**src/rtl/debounce_pkg.sv**
```systemverilog
// Shared types and constants for the debounce scheduler and its helpers.
package debounce_pkg;

  typedef enum logic {S_STABLE, S_PENDING} db_state_t;

  // Roughly 1 ms between samples at a 50 MHz clk_sys.
  localparam int DEFAULT_PRESCALE = 49_999;

  function automatic int ptr_width(input int n_ch);
    return (n_ch > 1) ? $clog2(n_ch) : 1;
  endfunction

endpackage

```
**src/rtl/debounce_scheduler_if.sv**
```systemverilog
// Control and status bundle of the debounce scheduler.
interface debounce_scheduler_if #(
  parameter int N_CH       = 4,
  parameter int PRESCALE_W = 16,
  parameter int CNT_W      = 4
);
  import debounce_pkg::*;

  localparam int PTR_W = ptr_width(N_CH);

  logic                  ena;
  logic [N_CH-1:0]       bouncy_in;
  logic [PRESCALE_W-1:0] prescale;
  logic [CNT_W-1:0]      bounce_ticks;
  logic [N_CH-1:0]       debounced_out;
  logic [N_CH-1:0]       rise_pulse;
  logic [N_CH-1:0]       fall_pulse;
  logic [PTR_W-1:0]      svc_ptr;

  modport master (
    output ena, bouncy_in, prescale, bounce_ticks,
    input  debounced_out, rise_pulse, fall_pulse, svc_ptr
  );

  modport slave (
    input  ena, bouncy_in, prescale, bounce_ticks,
    output debounced_out, rise_pulse, fall_pulse, svc_ptr
  );

endinterface

```
**src/rtl/prescale_tick.sv**
```systemverilog
// Free-running 0..prescale counter producing a one-cycle tick at terminal count.
module prescale_tick #(
  parameter int W = 16
) (
  input  logic         clk,
  input  logic         rst,
  input  logic         i_ena,
  input  logic [W-1:0] i_prescale,
  output logic         o_tick
);

  logic [W-1:0] r_cnt;

  assign o_tick = i_ena && (r_cnt == i_prescale);

  // A count left above a freshly lowered prescale wraps without ticking.
  always_ff @(posedge clk or negedge rst) begin
    if (!rst) begin
      r_cnt <= '0;
    end else if (i_ena) begin
      r_cnt <= (r_cnt >= i_prescale) ? '0 : r_cnt + W'(1);
    end
  end

endmodule

```
**src/rtl/debounce_scheduler.sv**
```systemverilog
// Round-robin debouncer: one shared compare/count datapath services one channel per tick.
module debounce_scheduler
  import debounce_pkg::*;
#(
  parameter int N_CH       = 4,
  parameter int PRESCALE_W = 16,
  parameter int CNT_W      = 4
) (
  input  logic                 clk,
  input  logic                 rst,
  debounce_scheduler_if.slave  bus
);

  localparam int PTR_W = ptr_width(N_CH);
  localparam logic [PTR_W-1:0] LAST_CH = PTR_W'(N_CH - 1);

  logic [N_CH-1:0]  r_sync1, r_sync2;
  logic [N_CH-1:0]  r_deb, r_rise, r_fall;
  db_state_t        r_state [N_CH];
  logic [CNT_W-1:0] r_cnt   [N_CH];
  logic [PTR_W-1:0] r_ptr;

  logic             w_tick;
  logic             w_sel_deb, w_mismatch, w_flip;
  db_state_t        w_sel_state, w_nxt_state;
  logic [CNT_W-1:0] w_sel_cnt, w_nxt_cnt;
  logic [CNT_W:0]   w_cnt_inc;

  prescale_tick #(.W(PRESCALE_W)) u_prescale_tick (
    .clk        (clk),
    .rst        (rst),
    .i_ena      (bus.ena),
    .i_prescale (bus.prescale),
    .o_tick     (w_tick)
  );

  always_ff @(posedge clk or negedge rst) begin
    if (!rst) begin
      r_sync1 <= '0;
      r_sync2 <= '0;
    end else begin
      r_sync1 <= bus.bouncy_in;
      r_sync2 <= r_sync1;
    end
  end

  always_ff @(posedge clk or negedge rst) begin
    if (!rst) begin
      r_ptr <= '0;
    end else if (w_tick) begin
      r_ptr <= (r_ptr == LAST_CH) ? '0 : r_ptr + PTR_W'(1);
    end
  end

  assign w_sel_deb   = r_deb[r_ptr];
  assign w_sel_state = r_state[r_ptr];
  assign w_sel_cnt   = r_cnt[r_ptr];
  assign w_mismatch  = r_sync2[r_ptr] ^ w_sel_deb;
  assign w_cnt_inc   = {1'b0, w_sel_cnt} + (CNT_W + 1)'(1);

  always_comb begin
    w_nxt_state = w_sel_state;
    w_nxt_cnt   = w_sel_cnt;
    w_flip      = 1'b0;
    case (w_sel_state)
      S_STABLE: begin
        if (!w_mismatch) begin
          w_nxt_cnt = '0;
        end else if (bus.bounce_ticks <= CNT_W'(1)) begin
          w_flip = 1'b1;
        end else begin
          w_nxt_state = S_PENDING;
          w_nxt_cnt   = CNT_W'(1);
        end
      end
      S_PENDING: begin
        if (!w_mismatch) begin
          w_nxt_state = S_STABLE;
          w_nxt_cnt   = '0;
        end else if (w_cnt_inc >= {1'b0, bus.bounce_ticks}) begin
          w_flip = 1'b1;
        end else begin
          w_nxt_cnt = (&w_sel_cnt) ? w_sel_cnt : w_cnt_inc[CNT_W-1:0];
        end
      end
      default: ;
    endcase
    if (w_flip) begin
      w_nxt_state = S_STABLE;
      w_nxt_cnt   = '0;
    end
  end

  // Pulses default low every cycle so they last exactly one clk after a flip.
  always_ff @(posedge clk or negedge rst) begin
    if (!rst) begin
      r_deb  <= '0;
      r_rise <= '0;
      r_fall <= '0;
      for (int i = 0; i < N_CH; i++) begin
        r_state[i] <= S_STABLE;
        r_cnt[i]   <= '0;
      end
    end else begin
      r_rise <= '0;
      r_fall <= '0;
      if (w_tick) begin
        r_state[r_ptr] <= w_nxt_state;
        r_cnt[r_ptr]   <= w_nxt_cnt;
        if (w_flip) begin
          r_deb[r_ptr]  <= ~w_sel_deb;
          r_rise[r_ptr] <= ~w_sel_deb;
          r_fall[r_ptr] <= w_sel_deb;
        end
      end
    end
  end

  assign bus.debounced_out = r_deb;
  assign bus.rise_pulse    = r_rise;
  assign bus.fall_pulse    = r_fall;
  assign bus.svc_ptr       = r_ptr;

endmodule
```
**src/flat_wrapper.sv**
```systemverilog
// flat-port wrapper written by rule: the top's interface ports become plain ports
module debounce_scheduler_flat import debounce_pkg::*;
#(
  parameter int N_CH       = 4,
  parameter int PRESCALE_W = 16,
  parameter int CNT_W      = 4
)
  (clk, rst, bus_ena, bus_bouncy_in, bus_prescale, bus_bounce_ticks, bus_debounced_out, bus_rise_pulse, bus_fall_pulse, bus_svc_ptr);
  debounce_scheduler_if #(.N_CH(N_CH), .PRESCALE_W(PRESCALE_W), .CNT_W(CNT_W)) bus_i ();
  input  logic clk;
  input  logic rst;
  input wire logic [$bits(bus_i.ena)-1:0] bus_ena;
  input wire logic [$bits(bus_i.bouncy_in)-1:0] bus_bouncy_in;
  input wire logic [$bits(bus_i.prescale)-1:0] bus_prescale;
  input wire logic [$bits(bus_i.bounce_ticks)-1:0] bus_bounce_ticks;
  output wire logic [$bits(bus_i.debounced_out)-1:0] bus_debounced_out;
  output wire logic [$bits(bus_i.rise_pulse)-1:0] bus_rise_pulse;
  output wire logic [$bits(bus_i.fall_pulse)-1:0] bus_fall_pulse;
  output wire logic [$bits(bus_i.svc_ptr)-1:0] bus_svc_ptr;
  assign bus_i.ena = bus_ena;
  assign bus_i.bouncy_in = bus_bouncy_in;
  assign bus_i.prescale = bus_prescale;
  assign bus_i.bounce_ticks = bus_bounce_ticks;
  assign bus_debounced_out = bus_i.debounced_out;
  assign bus_rise_pulse = bus_i.rise_pulse;
  assign bus_fall_pulse = bus_i.fall_pulse;
  assign bus_svc_ptr = bus_i.svc_ptr;
  debounce_scheduler #(.N_CH(N_CH), .PRESCALE_W(PRESCALE_W), .CNT_W(CNT_W)) u_core (.clk(clk), .rst(rst), .bus(bus_i));
endmodule
```
**config.mk**
```make
export PLATFORM = sky130hd
export DESIGN_NAME = debounce_scheduler_flat
export DESIGN_NICKNAME = d
export VERILOG_FILES = /design/src/rtl/debounce_pkg.sv /design/src/rtl/debounce_scheduler_if.sv /design/src/rtl/prescale_tick.sv /design/src/rtl/debounce_scheduler.sv /design/src/flat_wrapper.sv
export SDC_FILE = /design/constraint.sdc
export NUM_CORES = 1
export LEC_CHECK = 0
export BUFFER_PORTS_ARGS = -buffer_cell sky130_fd_sc_hd__buf_2
export CAP_MARGIN = 15
export CORE_ASPECT_RATIO = 0.5
export CORE_MARGIN = 8
export CORE_UTILIZATION = 40
export DETAILED_ROUTE_END_ITERATION = 6
export GPL_TIMING_DRIVEN = 0
export PLACE_DENSITY = 0.57
export SLEW_MARGIN = 10
export SYNTH_ARGS = -nofsm -noshare
export SYNTH_HDL_FRONTEND = slang
export SYNTH_HIERARCHICAL = 1
export SYNTH_SLANG_ARGS = --single-unit
```
**constraint.sdc**
```tcl
create_clock -name clk -period 8.15 [get_ports clk]
set_input_delay 0.4075 -clock clk [delete_from_list [all_inputs] [get_ports clk]]
set_output_delay 0.4075 -clock clk [all_outputs]
set_load 0.02 [all_outputs]
```
# [Word-level counts from Yosys, hierarchy flattened]
# Cells that the tools add are included.
# Widths: inputs -> output; s select.
[classes] add_sub_neg=3 magnitude_cmp=7 n_eq_ne=2 n_mux=42 bitwise_logic=6 n_reduce_logical=5
[op_table] op="$mux 4" n=13
[op_table] op="$add 16x1->16 const B" n=1
[op_table] op="$bwmux 16" n=1
[op_table] op="$eq 16x16->1" n=1
[op_table] op="$ge 16x16->1" n=1
[op_table] op="$mux 16" n=1
[op_table] op="$mux 1" n=14
[op_table] op="$and 4x4->4" n=2
[op_table] op="$bmux 4 s2" n=1
[op_table] op="$bwmux 4" n=2
[op_table] op="$demux 4 s2" n=1
[op_table] op="$pmux 4 s2" n=1
[op_table] op="$bmux 1 s2" n=3
[op_table] op="$add 4x1->5 const B" n=1
[op_table] op="$ge 5x4->1" n=1
[op_table] op="$demux 1 s2" n=2
[op_table] op="$le 4x1->1 const B" n=1
[op_table] op="$pmux 1 s2" n=2
[op_table] op="$reduce_and 4->1" n=1
[op_table] op="$ge 3x3->1 const B" n=1
[op_table] op="$logic_and 1x1->1" n=3
[op_table] op="$lt 2x3->1 const B" n=1
[op_table] op="$lt 3x1->1 const B" n=1
[op_table] op="$not 2->3" n=1
[op_table] op="7 further kinds" n=8
[totals] ff_bits=58 output_inout_bits=14 elab_cells=80

# [Depth between registers and ports, before layout]
[depth] ltp_word=11 depth_mapped=10 depth_no_buf=9

# [Hierarchy]
# Netlist, hierarchy kept.
[by_module_without_submodules] module="debounce_scheduler" n_inst=1 cells_each=145 area_per_inst_um2=1961.9 seq_area_each_um2=1051.0
[by_module_without_submodules] module="prescale_tick" n_inst=1 cells_each=145 area_per_inst_um2=1260.0 seq_area_each_um2=400.4

# [Worst setup path after synthesis]
# Ideal clock, no wire load.
[synth_timing] path_kind="register -> register" start="register u_core.r_ptr[0] (netlist: u_core/bus.svc_ptr[0])" end="register u_core/r_cnt[0] in the netlist's numbering" setup_ns=0.096 t_arrival_ns=2.930 slack_ns=5.124 path_stages_with_launch=9 n_path_buf=1 synth_period_minus_slack_ns=3.026 path_cell_list="dfrtp_1 > buf_6 > mux4_1 > ha_1 > ha_1 > a2111oi_1 > o221ai_2 > o21a_1 > o31ai_1"
[synth_between] elab_chain_cells=11
[synth_rtl] element="start, declared" line_no="debounce_scheduler.sv:21" rtl="logic [PTR_W-1:0] r_ptr;"
[synth_rtl] element="start signal, assigned" line_no="debounce_scheduler.sv:51" rtl="r_ptr <= (r_ptr == LAST_CH) ? '0 : r_ptr + PTR_W'(1);"
[synth_rtl] element="$not 2->3 (not written as such)" line_no="debounce_scheduler.sv:56, debounce_scheduler.sv:57, debounce_scheduler.sv:109"
[synth_rtl] element="$bmux 4 s2" line_no="debounce_scheduler.sv:57" rtl="assign w_sel_cnt = r_cnt[r_ptr];"
[synth_rtl] element="$mux 4 (not written as such) (2 in series)" line_no="debounce_scheduler.sv:57"
[synth_rtl] element="$add 4x1->5 / $reduce_and 4->1 (equally long branches)" line_no="debounce_scheduler.sv:59, debounce_scheduler.sv:83"
[synth_rtl] element="$ge 5x4->1 / $mux 4 (equally long branches)" line_no="debounce_scheduler.sv:80, debounce_scheduler.sv:83"
[synth_rtl] element="$mux 4 / $mux 1 (equally long branches)" line_no="debounce_scheduler.sv:80" rtl="end else if (w_cnt_inc >= {1'b0, bus.bounce_ticks}) begin"
[synth_rtl] element="$mux 4 / $mux 1 (equally long branches)" line_no="debounce_scheduler.sv:77" rtl="if (!w_mismatch) begin"
[synth_rtl] element="$pmux 4 s2 / $pmux 1 s2 (equally long branches)" line_no="debounce_scheduler.sv:65" rtl="case (w_sel_state)"
[synth_rtl] element="$mux 4" line_no="debounce_scheduler.sv:88" rtl="if (w_flip) begin"
[synth_rtl] element="$bwmux 16 *" line_no="debounce_scheduler.sv:109" rtl="r_cnt[r_ptr] <= w_nxt_cnt;"
[synth_rtl] element="end signal, assigned by index" line_no="debounce_scheduler.sv:109"
[synth_rtl] element="end, declared" line_no="debounce_scheduler.sv:20" rtl="logic [CNT_W-1:0] r_cnt [N_CH];"
# Every way passes the cells marked *; elsewhere a longest branch is shown, timed or not. The select of a mux whose other input is x is not followed.
# A chain may end at the register's enable or synchronous reset.

# [Worst setup path after layout]
# Ends and elaborated chain as after synthesis.

==> results.cfg <==
[clock_network]
cts_max_level = 3
cts.sink_count = 58
cts.clk_slew.worst_paths_ns = 0.05
insertion_delay_ns = 0.32
clockRootBuffer = clkbuf_16
post_cts_resized = 0
post_cts_buffers = 0
cts_buffer_depth = 2
hold_buffers = 0
cts_tree = built
numCtsBuffers = 9

[cells_and_area]
diodes = 0
final_area_um2 = 3890
fin_nets = 395
drive_gt1_share_pct = 27.7
area_growth_pct = 20.9

[placed_design]
place_congestion = 0.798
numPortBuffers = 40
hpwlAfterDp_um = 5340
place_area_um2 = 3590

[logic_synthesis]
ys_seq_elements = 58
synth_area_per_cell_um2 = 11.1
synthFlopType = dfrtp_1
netlist_area_um2 = 3220
yosys-top-cells-area = dfrtp_1 (45%), ha_1 (10%), mux2_2 (5.6%)
synth_nets = 343
synth_top_area_share_pct = 45.0
synth_largest_area_cell = dfrtp_1
async_flop_share_pct = 100
syn_inst = 290
yosys_warnings = 6
synth_edf_count = 0
synth.distinct_cells = 48
synth_commonest_cells = dfrtp_1 (58), inv_1 (30), ha_1 (26), nand2_1 (26)
ys_seq_area_share_pct = 45.0
synthMostInstantiatedCell = dfrtp_1

[routing]
drtPass1Iterations = 4
wl_met2_um = 3400
wl_per_cell_um = 15.3
vias_per_cell = 5.10
wl_met1_um = 3090
drc_errors = 0
top_layer_used = met4
vias = 2336
first_iter_violations = 123
wl_met3_um = 420
drt_wl_total_um = 7010
ant_nets = 0

[min_path]
worstHoldPathType = primary input to asynchronous set/reset pin

[outcome]
outcome = finished, final reports clean

[timing]
fin_crit_ns = 3.17
period_share_pct = 38.9
maxSlewViolCount = 0
clock_skew_ns = 0.00823
hold_viol = 0
slew_headroom_pct = 46.4
rsz0062_at_grt = false
tightest_slew_ns = 0.804
max_freq_mhz = 315
finalSetupViolations = 0
finalSetupTns_ns = 0

[setup_path]
endpoint_kind = flip-flop
cp_max_fo = 9
crit_type = flip-flop to flip-flop
startpoint_type = flip-flop
worstPathArrival_ns = 3.40
cp_data_required_time_ns = 8.38

[global_routing]
grt_max_degree = 34
grt_first_pass_wirelength_um = 11600
antenna_found_initial = 0
grt_pass1_vias = 2413
grt_util_all_layers_pct = 13.2
gr-total-overflow = 0

[floorplan]
core_area_um2 = 7910
dieWidth_um = 143
start_util_pct = 40.7
io_pins = 41
die_h_um = 79.5
die_area_um2 = 11400
fp-row-count = 23

[power]
leakage_uw = 0.00197
p_per_area_nw_per_um2 = 216
vdd_drop_max_v = 0.000113

[run]
maxCapViolations = 0
cells by family after synthesis:
family,count (synthesis),share of synthesized area [%]
simple gates,83,14.3
flops,58,45.0
compound gates,48,10.8
buf+inv,36,4.70
fa+ha+maj,26,10.1
mux,25,10.8
xor+xnor,14,4.27
routing by layer:
metal / track usage [%] / vias to the layer above
li1: - / 1137
met1: 15.4 / 1134
met2: 21.7 / 56
met3: 4.42 / 9
met4: 6.31 / 0
met5: 0 / -
metrics by stage:
| step | total power [uW] | cells | hold WS, ns | setup slack [ns] | util [%] |
|---|---|---|---|---|---|
| floorplan | 426 | 290 | 0.112 | 5.12 | - |
| global placement | 459 | 442 | 0.335 | 5.02 | 45.0 |
| detailed placement | 470 | 443 | 0.335 | 4.95 | 45.4 |
| CTS | 853 | 458 | 0.178 | 4.96 | 49.2 |
| global route | 888 | 458 | 0.178 | 4.81 | 49.2 |
| finish | 843 | 458 | 0.169 | 4.98 | 49.2 |
registers in the layout, summed over array words and instances (netlist names):
| signal | cells |
|---|---|
| u_core/u_prescale_tick/r_cnt | 16 |
| u_core/bus.debounced_out | 4 |
| u_core/bus.fall_pulse | 4 |
| u_core/r_state | 4 |
| u_core/r_sync2 | 4 |
| u_core/bus.rise_pulse | 4 |
| u_core/r_cnt | 16 |
| u_core/r_sync1 | 4 |
| u_core/bus.svc_ptr | 2 |
worst max-delay path, stage by stage (launching register included):
cell	delay, ns
dfrtp_1	0.41
buf_6	0.19
mux4_1	0.61
ha_1	0.35
ha_1	0.28
a2111oi_1	0.52
o221ai_2	0.27
o21a_1	0.26
o31ai_1	0.19
cell type report:
type,count,area (um2)
Fill cell,739,4020
Timing Repair Buffer,41,228
Multi-Input combinational cell,196,1620
Clock inverter,2,35.0
Sequential cell,58,1450
Buffer,6,38.8
Tap cell,112,140
Clock buffer,13,270
Inverter,30,113
report_power, final:
group / internal, uW / switching, uW
combinational: 57.0 / 68.1
clock: 258 / 118
sequential: 311 / 29.8
total: 627 / 216
cell usage in the layout (no fill, tap or decap), types with 5 or more instances in the layout:
master     instances
nand3_1           13
dfrtp_1           58
ha_1              26
o21ai_0           11
nor2_1             7
inv_1             30
xor2_1             9
buf_2             41
nand4_1            5
nand2_1           26
mux4_2             5
mux2_2            16
a21oi_1           16
clkbuf_16          9
nor3_1            11
path summary, 6_finish.rpt:
kind / start / to / slack [ns] / depth (start not counted)
min reg2reg: u_core/r_sync1[2] / u_core/r_sync2[2] / 0.34 / 0
min in group clk: bus_bouncy_in[2] / u_core/r_sync1[2] / 0.19 / 1
max: u_core/bus.svc_ptr[0] / u_core/r_cnt[0] / 4.98 / 8
max in group asynchronous: rst / u_core/bus.fall_pulse[0] / 7.37 / 2
min: rst / u_core/u_prescale_tick/r_cnt[1] / 0.17 / 1
max reg2reg: u_core/bus.svc_ptr[0] / u_core/r_cnt[0] / 4.98 / 8
Note: power is estimated with default switching activity, not from simulation.
